File: src/rtl/chip8_video_pkg.sv
// Shared constants and types for the Chip-8 video path.
// The framebuffer arbiter, the display generator and the CPU core all import this package.
package chip8_video_pkg;

    localparam int FB_ADDR_W = 9;
    localparam int FB_DATA_W = 16;
    localparam int FB_WORDS  = 512;

    typedef enum logic [1:0] {
        IDLE    = 2'd0,
        CPU_CAP = 2'd1,
        CPU_ACK = 2'd2,
        CLEAR   = 2'd3
    } arb_state_t;

endpackage

File: src/rtl/fbuf_clear_seq.sv
// Clear-sweep address counter with pending/busy/done bookkeeping.
// The arbiter owns the RAM port; it tells this block when a clear write was actually issued.
module fbuf_clear_seq
    import chip8_video_pkg::*;
#(
    parameter int ADDR_W   = FB_ADDR_W,
    parameter int FB_WORDS = chip8_video_pkg::FB_WORDS
) (
    input  logic              clk,
    input  logic              res,
    input  logic              start,
    input  logic              take,
    input  logic              in_clear,
    input  logic              advance,
    output logic [ADDR_W-1:0] clr_addr,
    output logic              pending,
    output logic              clr_last,
    output logic              clr_busy,
    output logic              clr_done
);

    localparam logic [ADDR_W-1:0] LAST_ADDR = ADDR_W'(FB_WORDS - 1);

    // A restart arriving on the final write wins: the sweep continues from 0 without a done pulse.
    assign clr_last = advance && (clr_addr == LAST_ADDR) && !start;
    assign clr_busy = pending | in_clear;

    always_ff @(posedge clk or posedge res) begin
        if (res) begin
            clr_addr <= '0;
            pending  <= 1'b0;
            clr_done <= 1'b0;
        end else begin
            clr_done <= clr_last;

            // A start while sweeping (or while entering the sweep) only rewinds the address.
            if (start && !in_clear && !take)
                pending <= 1'b1;
            else if (take)
                pending <= 1'b0;

            if (start || clr_last)
                clr_addr <= '0;
            else if (advance)
                clr_addr <= clr_addr + 1'b1;
        end
    end

endmodule

File: src/rtl/fbuf_arbiter.sv
// Single-port framebuffer RAM arbiter: display fetch (absolute priority), clear engine, CPU.
// The RAM has a 1-cycle read latency; CPU accesses are acked uniformly two cycles after grant.
module fbuf_arbiter
    import chip8_video_pkg::*;
#(
    parameter int               ADDR_W      = FB_ADDR_W,
    parameter int               DATA_W      = FB_DATA_W,
    parameter int               FB_WORDS    = chip8_video_pkg::FB_WORDS,
    parameter logic [DATA_W-1:0] CLEAR_VALUE = '0
) (
    input  logic              clk,
    input  logic              res,
    input  logic              disp_req,
    input  logic [ADDR_W-1:0] disp_addr,
    output logic [DATA_W-1:0] disp_data,
    input  logic              cpu_req,
    input  logic              cpu_we,
    input  logic [ADDR_W-1:0] cpu_addr,
    input  logic [DATA_W-1:0] cpu_wdata,
    output logic              cpu_ack,
    output logic [DATA_W-1:0] cpu_rdata,
    input  logic              clr_start,
    output logic              clr_busy,
    output logic              clr_done,
    output logic [ADDR_W-1:0] ram_addr,
    output logic              ram_we,
    output logic [DATA_W-1:0] ram_wdata,
    input  logic [DATA_W-1:0] ram_rdata
);

    arb_state_t        state;
    logic              cap_we;
    logic [ADDR_W-1:0] clr_addr;
    logic              clr_pending;
    logic              clr_last;
    logic              clr_pend;
    logic              cpu_grant;
    logic              clr_advance;
    logic              clr_take;

    // A clr_start in the same cycle already counts as pending, so it beats a simultaneous CPU request.
    assign clr_pend    = clr_pending | clr_start;
    assign cpu_grant   = (state == IDLE) && !disp_req && cpu_req && !clr_pend;
    assign clr_advance = (state == CLEAR) && !disp_req;
    assign clr_take    = clr_pend && ((state == IDLE) || (state == CPU_ACK));
    assign disp_data   = ram_rdata;

    fbuf_clear_seq #(
        .ADDR_W   (ADDR_W),
        .FB_WORDS (FB_WORDS)
    ) u_clear_seq (
        .clk      (clk),
        .res      (res),
        .start    (clr_start),
        .take     (clr_take),
        .in_clear (state == CLEAR),
        .advance  (clr_advance),
        .clr_addr (clr_addr),
        .pending  (clr_pending),
        .clr_last (clr_last),
        .clr_busy (clr_busy),
        .clr_done (clr_done)
    );

    always_comb begin
        ram_addr  = disp_addr;
        ram_we    = 1'b0;
        ram_wdata = cpu_wdata;
        if (disp_req) begin
            ram_addr = disp_addr;
        end else if (state == CLEAR) begin
            ram_addr  = clr_addr;
            ram_we    = 1'b1;
            ram_wdata = CLEAR_VALUE;
        end else if (cpu_grant) begin
            ram_addr  = cpu_addr;
            ram_we    = cpu_we;
            ram_wdata = cpu_wdata;
        end
    end

    always_ff @(posedge clk or posedge res) begin
        if (res) begin
            state     <= IDLE;
            cap_we    <= 1'b0;
            cpu_ack   <= 1'b0;
            cpu_rdata <= '0;
        end else begin
            cpu_ack <= 1'b0;
            case (state)
                IDLE: begin
                    if (clr_pend) begin
                        state <= CLEAR;
                    end else if (cpu_grant) begin
                        state  <= CPU_CAP;
                        cap_we <= cpu_we;
                    end
                end
                CPU_CAP: begin
                    // The display may own the port now; the CPU read data was addressed last cycle.
                    if (!cap_we)
                        cpu_rdata <= ram_rdata;
                    cpu_ack <= 1'b1;
                    state   <= CPU_ACK;
                end
                CPU_ACK: begin
                    state <= clr_pend ? CLEAR : IDLE;
                end
                CLEAR: begin
                    if (clr_last)
                        state <= IDLE;
                end
                default: state <= IDLE;
            endcase
        end
    end

endmodule
File: config.mk
export PLATFORM = sky130hd
export DESIGN_NAME = fbuf_arbiter
export DESIGN_NICKNAME = d
export VERILOG_FILES = /design/src/rtl/chip8_video_pkg.sv /design/src/rtl/fbuf_clear_seq.sv /design/src/rtl/fbuf_arbiter.sv
export SDC_FILE = /design/constraint.sdc
export NUM_CORES = 1
export LEC_CHECK = 0
export ABC_AREA = 1
export CAP_MARGIN = 20
export CORE_ASPECT_RATIO = 2
export CORE_MARGIN = 10
export CORE_UTILIZATION = 38
export DETAILED_ROUTE_END_ITERATION = 8
export GPL_TIMING_DRIVEN = 1
export PLACE_DENSITY = 0.78
export SLEW_MARGIN = 40
export SYNTH_ARGS = -nofsm -noshare
export SYNTH_HDL_FRONTEND = slang
export SYNTH_SLANG_ARGS = --single-unit
File: constraint.sdc
create_clock -name clk -period 2.6 [get_ports clk]
set_clock_uncertainty 0.2 [all_clocks]
set_input_delay 0.65 -clock clk [delete_from_list [all_inputs] [get_ports clk]]
set_output_delay 0.65 -clock clk [all_outputs]
set_load 0.005 [all_outputs]
; After elaboration in Yosys (flattened, before gate mapping)
; Index checks and enable logic that the tools add are counted.
[totals]
reg_bits = 31
input_bits = 56
output_inout_bits = 61
elab_cells = 58
[op_classes]
addsub = 1
eq_ne = 6
n_mux = 18
bitwise_logic = 4
n_reduce_logical = 22
[ops]
columns = cell, n
row1 = two-way mux 9 bit, 5
row2 = two-way mux 16 bit, 2
row3 = "adder 9 x 1 -> 9 bit, second input constant", 1
row4 = "equality test 9 bit, second input constant", 1
row5 = logical AND 1 bit, 9
row6 = two-way mux 2 bit, 4
row7 = case mux 2 bit (4 select lines), 1
row8 = two-way mux 1 bit, 6
row9 = zero test 1 bit, 5
row10 = "equality test 2 bit, second input constant", 2
row11 = AND reduction 2 bit, 2
row12 = nonzero test 2 bit, 2
row13 = "!= test 3 bit, second input constant", 1
row14 = AND reduction 3 bit, 1
row15 = "equality test 2 x 1 -> 1 bit, second input constant", 1
row16 = zero test 2 bit, 1
row17 = logical OR 1 bit, 2
row18 = "!= test 2 bit, second input constant", 1
row19 = inverter 1 bit, 2
row20 = bitwise OR 1 bit, 2

; Longest topological paths before layout
; Gate-level depths: netlist (run 1).
[logic_depth]
ltp_word = 7
ltp_mapped = 10
mapped_depth_nobuf = 10

; Modules after synthesis
; From an unflattened synthesis (run 1), not the netlist that was laid out.
[unflattened]
hier_cells = 246
area_unflattened_um2 = 1975.6
[by_module_without_submodules]
columns = mod, instances, cells_each, area_each_um2, seq_area_each_um2
row1 = fbuf_arbiter, 1, 172, 1371.3, 500.5
row2 = fbuf_clear_seq, 1, 74, 604.3, 275.3

; Worst setup path before layout (run 1)
; No wires, ideal clock.
[synth_path]
path_kind = input port to output port
from = in clr_start
to = out ram_addr[7]
arrival_ns = 1.393
t_required_ns = 1.750
setup_slack_ns = 0.357
path_stages = 7
n_path_buf = 1
path_cell_list = nor2_1 > nand3_2 > inv_1 > buf_4 > nand2_1 > nand3_1 > nand2_1
[synth_between]
elab_chain_len = 6
[synth_lines]
columns = item, line
row1 = start: declaration, fbuf_arbiter.sv:22  ; input logic clr_start,
row2 = bitwise OR 1 bit, fbuf_arbiter.sv:42  ; assign clr_pend = clr_pending | clr_start;
row3 = zero test 1 bit, fbuf_arbiter.sv:43  ; assign cpu_grant = (state == IDLE) && !disp_req && cpu_req && !clr_pend;
row4 = logical AND 1 bit, fbuf_arbiter.sv:43
row5 = two-way mux 9 bit, fbuf_arbiter.sv:75  ; end else if (cpu_grant) begin
row6 = two-way mux 9 bit, fbuf_arbiter.sv:71  ; end else if (state == CLEAR) begin
row7 = two-way mux 9 bit, fbuf_arbiter.sv:69  ; if (disp_req) begin
row8 = end: declaration, fbuf_arbiter.sv:25  ; output logic [ADDR_W-1:0] ram_addr,
; No other way between the ends.

; Worst setup path in the final report (run 1)
[layout_path]
from = in disp_req
to = out ram_wdata[1]
[layout_between]
elab_chain_len = 1
[layout_lines]
columns = item, line
row1 = start: declaration, fbuf_arbiter.sv:13  ; input logic disp_req,
row2 = two-way mux 16 bit, fbuf_arbiter.sv:69
row3 = end: declaration, fbuf_arbiter.sv:27  ; output logic [DATA_W-1:0] ram_wdata,
; No other way between the ends.

==> run metrics, run 1 <==
outcome complete, no violations; synthesized area 1980 um2; Worst Max-Slew Pin Slew 0.502 ns; area grow syn2layout 65.9%; final period utilization 0.974; final worst path period need 2.53 ns; DRC violations left 0; Core ar. 5090 um2; CTS root buf clkbuf_8; Worst slew margin 0.663; cell taking the most area after synthesis dfrtp_1; register area share after synthesis 0.391; largest net degree at the start of global routing 32; Post-DRT Antenna Nets 0; clk slew on worst S/H paths 0.06 ns; I/O Pins 117; CTS tree built; yosys warns 0; final hold vios 0; Synth Register Bits 31; critical path class primary input to primary output; Worst EP required 1.75 ns; Total Power 2.32 mW; Max Fclk 0.395 GHz; fin nets 479; total gr overflow 0; mean area per synthesized cell 6.65 um2; DP HPWL 5.24 mm; drt first pass iters 4; slowest stage delay, CP 0.26 ns; RD Place Congestion 0.869; post-detailed-routing wire length 6.51 mm; placed cell count 463; Setup TNS Final 0 ns; Top FF cell, synth dfrtp_1; power density cells 707 nW/um2; sequence of cells on the critical path buf_2, buf_6, nor2_4, buf_6, buf_6, buf_4, nor2_1, dlygate4sd2_1; leakage power 1.73 nW; syn_nets 356; Inserted Diodes 0; top cells by area, synth dfrtp_1 (39%), nand2_1 (17%), inv_1 (10%); Max H-tree Level 2; CP delay by family, top buffers and inverters; vias per inst 4.55; CP arrival 1.68 ns; detailed-route wire length per cell 13.6 um; post-layout util 0.646; Fillers 474; number of flops mapped to enable cells by yosys 0; CP max FO 5; gr usage total 0.149; initial antenna violation count 0; vias in the first global route 2227; Die Footprint 8680 um2; post-synth top area share 0.391; VDD IR max 0.000697 V; top-count cell post-synth nand2_1; via count 2184; TritonCTS Sinks 31; die width 71.1 um; Initial Util 0.389; Max Root-Sink Buffers 2; first-pass GRT wire length 10.6 mm; post-synthesis cell type count 25; Setup-failing EPs final 0; CP endpoint kind primary output; cells after synthesis 298; Critical Path Start Type primary input; RSZ-0062 raised after global routing false; CP bufs+invs 6; Top cell by count, worst path buf_6; top cells by count, synth nand2_1 (92), inv_1 (55), nand3_1 (34); Worst-Skew Late Latency 0.28 ns; Max-cap violations 0; Iteration-0 DRC Markers 68; Die Y-Extent 122 um; Hold Buf Count CTS 0; Placement Rows 37; Max Slew Vio Count 0; slowest CP cell dlygate4sd2_1; Worst Hold Class flip-flop to flip-flop; Async SR Flop Fraction 1.00; layout cells sized above 1 0.133; IO buf count 116; post-route insts no fill 480; TritonCTS Buffers 5
[cells in the final DEF (no fill, tap or decap), drive strengths merged]
master         netlist  final
nand2               94     94
clkdlybuf4s50        0     87
inv                 57     57
nand3               35     35
nor2                32     32
buf                 22     32
dfrtp               31     31
dlygate4sd2          0     17
o21ai                9      9
clkbuf               1      6
a21oi                5      5
o22ai                3      3
nand4                2      2
ha                   2      2
clkinvlp             0      2
clkdlybuf4s15        0      2
clkinv               1      2
a211oi               1      1
nor3                 1      1
and3                 1      1
nand3b               1      1
[final timing paths]
check | from | end | slack [ns] | cells after the start
max in group asynchronous | res | state[1] | 1.36 | 3
min reg2reg | cpu_rdata[6] | cpu_rdata[6] | 0.27 | 2
max | disp_req | ram_wdata[1] | 0.07 | 8
max reg2reg | u_clear_seq.clr_addr[1] | u_clear_seq.clr_addr[2] | 0.38 | 10
min in group asynchronous | res | u_clear_seq.clr_addr[3] | 0.54 | 3
min | cpu_rdata[6] | cpu_rdata[6] | 0.27 | 2
[timing repair]
item	in CTS	in global routing
setup buffers	8	1
endpoints found under the setup margin	26	15
pin swaps	4	5
resized for setup	65	12
cloned	0	0
[routing by layer]
| layer | GRT usage | vias up | wire (um) |
|---|---|---|---|
| li1 | - | 1132 | - |
| met1 | 0.144 | 960 | 2350 |
| met2 | 0.281 | 79 | 3600 |
| met3 | 0.0350 | 13 | 375 |
| met4 | 0.0742 | 0 | 185 |
| met5 | 0 | - | 0 |
[state kept, by name, indices dropped and copies added (netlist names)]
signal	flops
u_clear_seq.pending	1
state	2
u_clear_seq.clr_addr	9
cpu_rdata	16
cap_we	1
cpu_ack	1
u_clear_seq.clr_done	1
[cells by family (layout without fill, tap and decap cells)]
| group | count (synthesis) | count (layout) | share of synthesized area |
|---|---|---|---|
| buffers and inverters | 81 | 205 | 0.194 |
| AOI/OAI and AO/OA | 18 | 18 | 0.0486 |
| adders and majority gates | 2 | 2 | 0.0126 |
| and+or+nand+nor | 166 | 166 | 0.354 |
| DFF | 31 | 31 | 0.391 |
[per-stage QoR]
| step | instance area, um2 | hold WS [ns] | setup slack [ns] |
|---|---|---|---|
| global placement | 3160 | 0.252 | -0.491 |
| floorplan | 1980 | 0.265 | 0.357 |
| global route | 3290 | 0.297 | 0.00361 |
| detailed placement | 3160 | 0.257 | -0.505 |
| finish | 3290 | 0.268 | 0.0688 |
| CTS | 3280 | 0.273 | -0.0596 |
[where the power goes]
part | leakage (nW) | internal, mW | switching, mW
Clock | 0.0402 | 0.186 | 0.181
Combinational | 1.30 | 0.641 | 0.563
Sequential | 0.394 | 0.653 | 0.0998
Total | 1.73 | 1.48 | 0.844
[worst min-delay path: stages (launching register included)]
cell,delay (ns)
dfrtp_1,0.34
nand2_1,0.05
nand2_1,0.05
[area by class of cell]
class / instances / area, um2 / share of cell area
inverter: 58 / 218 / 0.0662
multi-input combinational: 186 / 836 / 0.254
clock buffer: 5 / 68.8 / 0.0209
sequential: 31 / 778 / 0.237
clock inverter: 3 / 20.0 / 0.00609
tap: 58 / 72.6 / 0.0221
timing repair buffer: 139 / 1300 / 0.394
Note: power is estimated with default switching activity, not from simulation.
==> inputs of run 2 (changes only) <==
SETUP_SLACK_MARGIN = 0.2   (was unset)
==> run 2 against run 1 <==
  * Non-clock buffer count rose by 10
  * Cell count rose by 2.1%
  * Maximum frequency rose by 4.2%
  * Sequential cell count did not move
  * Die area did not move
  * Power rose by 4.7%
  * Critical path depth rose by 1
  * Setup slack improved by 0.10 ns
  * Via count rose by 3.1%
  * Global-route usage rose by 1.0 points
==> run metrics, run 2 (same netlist as run 1, synthesis figures left out) <==
outcome complete, no violations; total gr overflow 0 (unchanged); Reg-to-Reg Start u_clear_seq.clr_addr[1]; vias in the first global route 2344 (+5.3%); Initial Util 0.389 (unchanged); Die Footprint 8680 um2 (unchanged); Max Root-Sink Buffers 2 (unchanged); pre-CTS setup slack -0.505 ns (unchanged); flop2flop setup slack 0.38 ns (about the same); DP HPWL 5.24 mm (unchanged); most flop-heavy register cpu_rdata; Critical Path Start Type primary input; RSZ-0062 raised after global routing true; Post-DRT Antenna Nets 0 (unchanged); sequence of cells on the critical path buf_8, buf_6, nor2_4, buf_6, nand2_1, o21ai_1, inv_1, nand2_1, buf_2; via count 2251 (+3.1%); Max-cap violations 0 (unchanged); CTS tree built; detailed-route wire length per cell 14.3 um (+5.4%); Die Y-Extent 122 um (unchanged); reg-to-reg endpoint u_clear_seq.clr_addr[2]; leakage power 1.79 nW (+3.2%); RD Place Congestion 0.869 (unchanged); slowest CP cell nor2_4; Worst-Skew Late Latency 0.28 ns (about the same); Worst Max-Slew Pin Slew 0.495 ns (-0.00681 ns); setup slack after layout 0.171 ns (+0.103 ns); final worst path period need 2.43 ns (-0.103 ns); Setup-failing EPs final 0 (unchanged); first-pass GRT wire length 11.3 mm (+6.8%); most frequent cells in the layout nand2_1 (88), clkdlybuf4s50_1 (71), inv_1 (53), nand3_1 (33), dfrtp_1 (29); DRC violations left 0 (unchanged); largest net degree at the start of global routing 32 (unchanged); post-detailed-routing wire length 7.01 mm (+7.6%); Inserted Diodes 0 (unchanged); final hold vios 0 (unchanged); Total Power 2.43 mW (+4.7%); CP arrival 1.58 ns (-0.10 ns); drt first pass iters 4 (unchanged); Core ar. 5090 um2 (unchanged); Min Hold Slack 0.268 ns (-0.0000460 ns); slowest stage delay, CP 0.22 ns (-0.04 ns); Largest register FFs 16 (unchanged); vias per inst 4.59 (+0.96%); fin nets 489 (+2.1%); area grow syn2layout 68.8%; TritonCTS Sinks 31 (unchanged); CTS root buf clkbuf_8; CP bufs+invs 5 (-1); critical path class primary input to primary output; CP max FO 7 (+2); Iteration-0 DRC Markers 67 (-1.5%); layout cells sized above 1 0.201 (+0.0687); TritonCTS Buffers 5 (unchanged); Post-DP Area 3160 um2 (unchanged); IO buf count 116 (unchanged); Design Area, Final 3350 um2 (+1.7%); post-layout util 0.657 (+0.0113); clk slew on worst S/H paths 0.06 ns (about the same); Max Slew Vio Count 0 (unchanged); Worst Hold Class flip-flop to flip-flop; I/O Pins 117 (unchanged); power density cells 727 nW/um2 (+2.9%); gr usage total 0.159 (+0.0104); Max Fclk 0.412 GHz (+4.2%); hold path depth 2 (unchanged); Worst slew margin 0.668 (+0.00457); die width 71.1 um (unchanged); Fillers 459 (-3.2%); VDD IR max 0.000718 V (+3.1%); CP delay by family, top buffers and inverters; FF-to-FF path depth 10 (unchanged); WHS Endpoint cpu_rdata[6]; Worst EP required 1.75 ns (about the same); CP endpoint kind primary output; Worst Hold Launch cpu_rdata[6]; Max H-tree Level 2 (unchanged); initial antenna violation count 0 (unchanged); commonest non-fill, non-tap cell in the layout nand2_1; final period utilization 0.934 (-0.0395); Placement Rows 37 (unchanged); biggest regs cpu_rdata x16, u_clear_seq.clr_addr x9, state x2
run 2: changes by cell type in the layout (fill, tap and decap cells not counted), sizes merged:
cell | previous run | this run
clkdlybuf4s15 | 2 | 4
buf | 32 | 53
clkbuf | 6 | 10
dlygate4sd2 | 17 | 16
clkdlybuf4s50 | 87 | 71
run 2: worst max path at each step:
stage | start | endpoint | slack, ns | cells past startpoint
2_1_floorplan | clr_start | ram_addr[7] | 0.36 | 7
3_3_place_gp | disp_req | ram_addr[2] | -0.49 | 8
3_5_place_dp | cpu_req | ram_addr[8] | -0.50 | 9
4_1_cts | disp_req | ram_wdata[6] | 0.20 | 7
5_1_grt | state[1] | ram_addr[5] | 0.08 | 9
6_report | disp_req | ram_addr[8] | 0.17 | 9
run 2: cell type report:
type / count / area (um2) / area share
clock buffer: 5 / 68.8 / 0.0206
clock inverter: 3 / 20.0 / 0.00598
inverter: 58 / 218 / 0.0650
timing repair buffer: 149 / 1330 / 0.396
multi-input combinational: 186 / 865 / 0.258
sequential: 31 / 778 / 0.233
tap: 58 / 72.6 / 0.0217
run 2: repair_timing:
action | 4_1_cts | 5_1_grt
gates cloned | 1 | 0
hold buffers | 0 | 0
resized for setup | 131 | 25
hold endpoints to repair | 0 | 0
buffers inserted | 15 | 3
setup endpoints to repair | 42 | 26
pin swaps | 6 | 7
run 2: stage by stage:
stage / instances / TNS, ns
2_1_floorplan: 298 / 0
3_3_place_gp: 463 / -11.18
3_5_place_dp: 463 / -11.43
4_1_cts: 487 / 0
5_1_grt: 490 / 0
6_report: 490 / 0
run 2: power breakdown:
group | internal [mW] | switching (mW) | leakage (nW)
combinational | 0.701 | 0.613 | 1.36
sequential | 0.653 | 0.101 | 0.394
clock | 0.186 | 0.181 | 0.0402
total | 1.54 | 0.895 | 1.79
run 2: worst reg2reg max path, stage by stage, from the launching register on:
cell and delay, ns:
dfrtp_1 0.40, ha_1 0.24, nand2_1 0.08, nor3_1 0.37, and3_1 0.22, ha_1 0.13, nand2_1 0.11, nand2_1 0.15
inv_2 0.09, o21ai_0 0.08, nor2_1 0.06
run 2: routing by layer:
| layer | vias to the layer above | share of wire | GRT usage |
|---|---|---|---|
| li1 | 1157 | - | - |
| met2 | 85 | 0.56 | 0.303 |
| met5 | - | 0 | 0 |
| met1 | 991 | 0.34 | 0.150 |
| met3 | 18 | 0.063 | 0.0399 |
| met4 | 0 | 0.033 | 0.0803 |
==> inputs of run 3 (changes only) <==
CORE_UTILIZATION = 34   (was 38)
PLACE_DENSITY = 0.74   (was 0.78)
clock period = 2.15 ns   (was 2.6 ns; I/O delays follow)
==> run 3 against run 2 <==
  * The run now ends with negative setup slack left
  * Register-to-register slack worse by 0.13 ns
  * Sequential cell count stayed put
  * Global-route usage is 0.25 points higher
  * Die area is 9.1% higher
  * Count of clock-buffer cells in the layout is 3 higher
  * Critical path type is now flip-flop to primary output
  * Largest power group unchanged
==> run metrics, run 3 (same netlist as run 1, synthesis figures left out) <==
post-layout util 0.674 (+0.0171); most flop-heavy register cpu_rdata; Inserted Diodes 0 (unchanged); Worst slew margin 0.731 (+0.0631); via count 2413 (+7.2%); post-detailed-routing wire length 7.98 mm (+14%); vias in the first global route 2533 (+8.1%); clk slew on worst S/H paths 0.05 ns (about the same); RSZ-0062 raised after global routing true; Largest register FFs 16 (unchanged); Worst Hold Launch cpu_rdata[7]; FF-to-FF path depth 10 (unchanged); Max Slew Vio Count 0 (unchanged); Die Footprint 9470 um2 (+9.1%); WHS Endpoint cpu_rdata[7]; hold path depth 2 (unchanged); Worst Hold Class flip-flop to flip-flop; detailed-route wire length per cell 15.6 um (+9.0%); Max Fclk 0.433 GHz; gr usage total 0.162 (+0.00253); Max H-tree Level 2 (unchanged); largest net degree at the start of global routing 32 (unchanged); power density cells 939 nW/um2 (+29%); Die Y-Extent 128 um (+4.8%); initial antenna violation count 0 (unchanged); Iteration-0 DRC Markers 96 (+43%); Worst EP required 1.41 ns (-0.34 ns); VDD IR max 0.00104 V (+44%); Initial Util 0.347 (-0.0421); RD Place Congestion 0.823 (-5.3%); flop2flop setup slack 0.25 ns (-0.13 ns); Fillers 463 (+0.87%); final period utilization 1.07; TritonCTS Buffers 5 (unchanged); final worst path period need 2.31 ns; Critical Path Start Type flip-flop; reg-to-reg endpoint u_clear_seq.clr_addr[2]; Post-DRT Antenna Nets 0 (unchanged); Design Area, Final 3850 um2 (+15%); final hold vios 0 (unchanged); CTS tree built; setup slack after layout -0.159 ns (-0.330 ns); CP Launch Point state[1]; TritonCTS Sinks 31 (unchanged); layout cells sized above 1 0.368 (+0.167); critical path class flip-flop to primary output; Worst-Skew Late Latency 0.27 ns (about the same); die width 74.0 um (+4.1%); Hold Buf Count CTS 0 (unchanged); failing checks negative setup slack; DRC violations left 0 (unchanged); outcome finished with violations; CP endpoint kind primary output; I/O Pins 117 (unchanged); CTS root buf clkbuf_16; total gr overflow 0 (unchanged); biggest regs cpu_rdata x16, u_clear_seq.clr_addr x9, state x2; leakage power 1.99 nW (+11%); drt first pass iters 4 (unchanged); most frequent cells in the layout nand2_1 (74), clkdlybuf4s50_1 (69), inv_1 (53), buf_2 (34), buf_4 (34); CP arrival 1.57 ns (about the same); DP HPWL 5.68 mm (+8.2%); first-pass GRT wire length 12.3 mm (+8.9%); Placement Rows 39 (+5.4%); Setup-failing EPs final 24 (+24); Post-DP Area 3300 um2 (+4.6%); Max Root-Sink Buffers 2 (unchanged); CP max FO 3 (-4); Max-cap violations 0 (unchanged); commonest non-fill, non-tap cell in the layout nand2_1; fin nets 508 (+3.9%); IO buf count 116 (unchanged); Core ar. 5710 um2 (+12%); Reg-to-Reg Start u_clear_seq.clr_addr[1]; area grow syn2layout 94.1%; vias per inst 4.71 (+2.6%); pre-CTS setup slack -0.807 ns (-0.303 ns); Worst Max-Slew Pin Slew 0.404 ns (-0.0916 ns)
-- run 3: layout make-up --
cell class                 instances  area, um2  share of cell area
sequential                        31        776               0.201
timing repair buffer             168       1520               0.395
multi-input combinational        186       1100               0.285
tap                               61       76.3              0.0198
inverter                          58        223              0.0578
clock buffer                       8        156              0.0406
-- run 3: stage by stage --
stage	power [mW]	hold WS (ns)	setup TNS [ns]	std cells
after CTS	3.34	0.270	-3.19	502
after global routing	3.89	0.301	-3.75	512
after floorplan	1.53	0.265	0	298
final	3.62	0.265	-2.26	512
after global placement	2.47	0.252	-22.20	483
after detailed placement	2.51	0.257	-22.97	483
-- run 3: where the power goes --
group | internal (mW) | total [mW] | switching (mW) | leakage (nW)
clock network | 0.491 | 0.723 | 0.232 | 0.0772
logic | 1.08 | 1.98 | 0.900 | 1.52
registers | 0.788 | 0.909 | 0.121 | 0.396
-- run 3: metal layers --
layer | global-route usage | part of all wire | wire length, um | vias to the layer above
met4 | 0.0750 | 0.021 | 168 | 0
met5 | 0 | 0 | 0 | -
met3 | 0.0550 | 0.076 | 607 | 12
li1 | - | - | - | 1192
met1 | 0.144 | 0.32 | 2570 | 1117
met2 | 0.304 | 0.58 | 4630 | 92
-- run 3: critical path, stage by stage (launching register included) --
cell       delay (ns)
dfrtp_1          0.41
nor2_4           0.15
nand3_4          0.14
clkbuf_16        0.18
buf_8            0.12
nand2_4          0.05
nand3_2          0.06
nand2_2          0.08
buf_6            0.10
-- run 3: how the worst max path moves through the flow --
| stage | endpoint |
|---|---|
| floorplan | ram_addr[7] |
| global placement | ram_wdata[9] |
| detailed placement | ram_wdata[5] |
| CTS | ram_addr[4] |
| global route | ram_addr[4] |
| finish | ram_addr[1] |
-- run 3: what timing repair did --
item | CTS | global route
gates cloned | 1 | 1
setup buffers | 10 | 9
resized for setup | 215 | 80
pin swaps | 17 | 17
endpoints found under the setup margin | 69 | 52
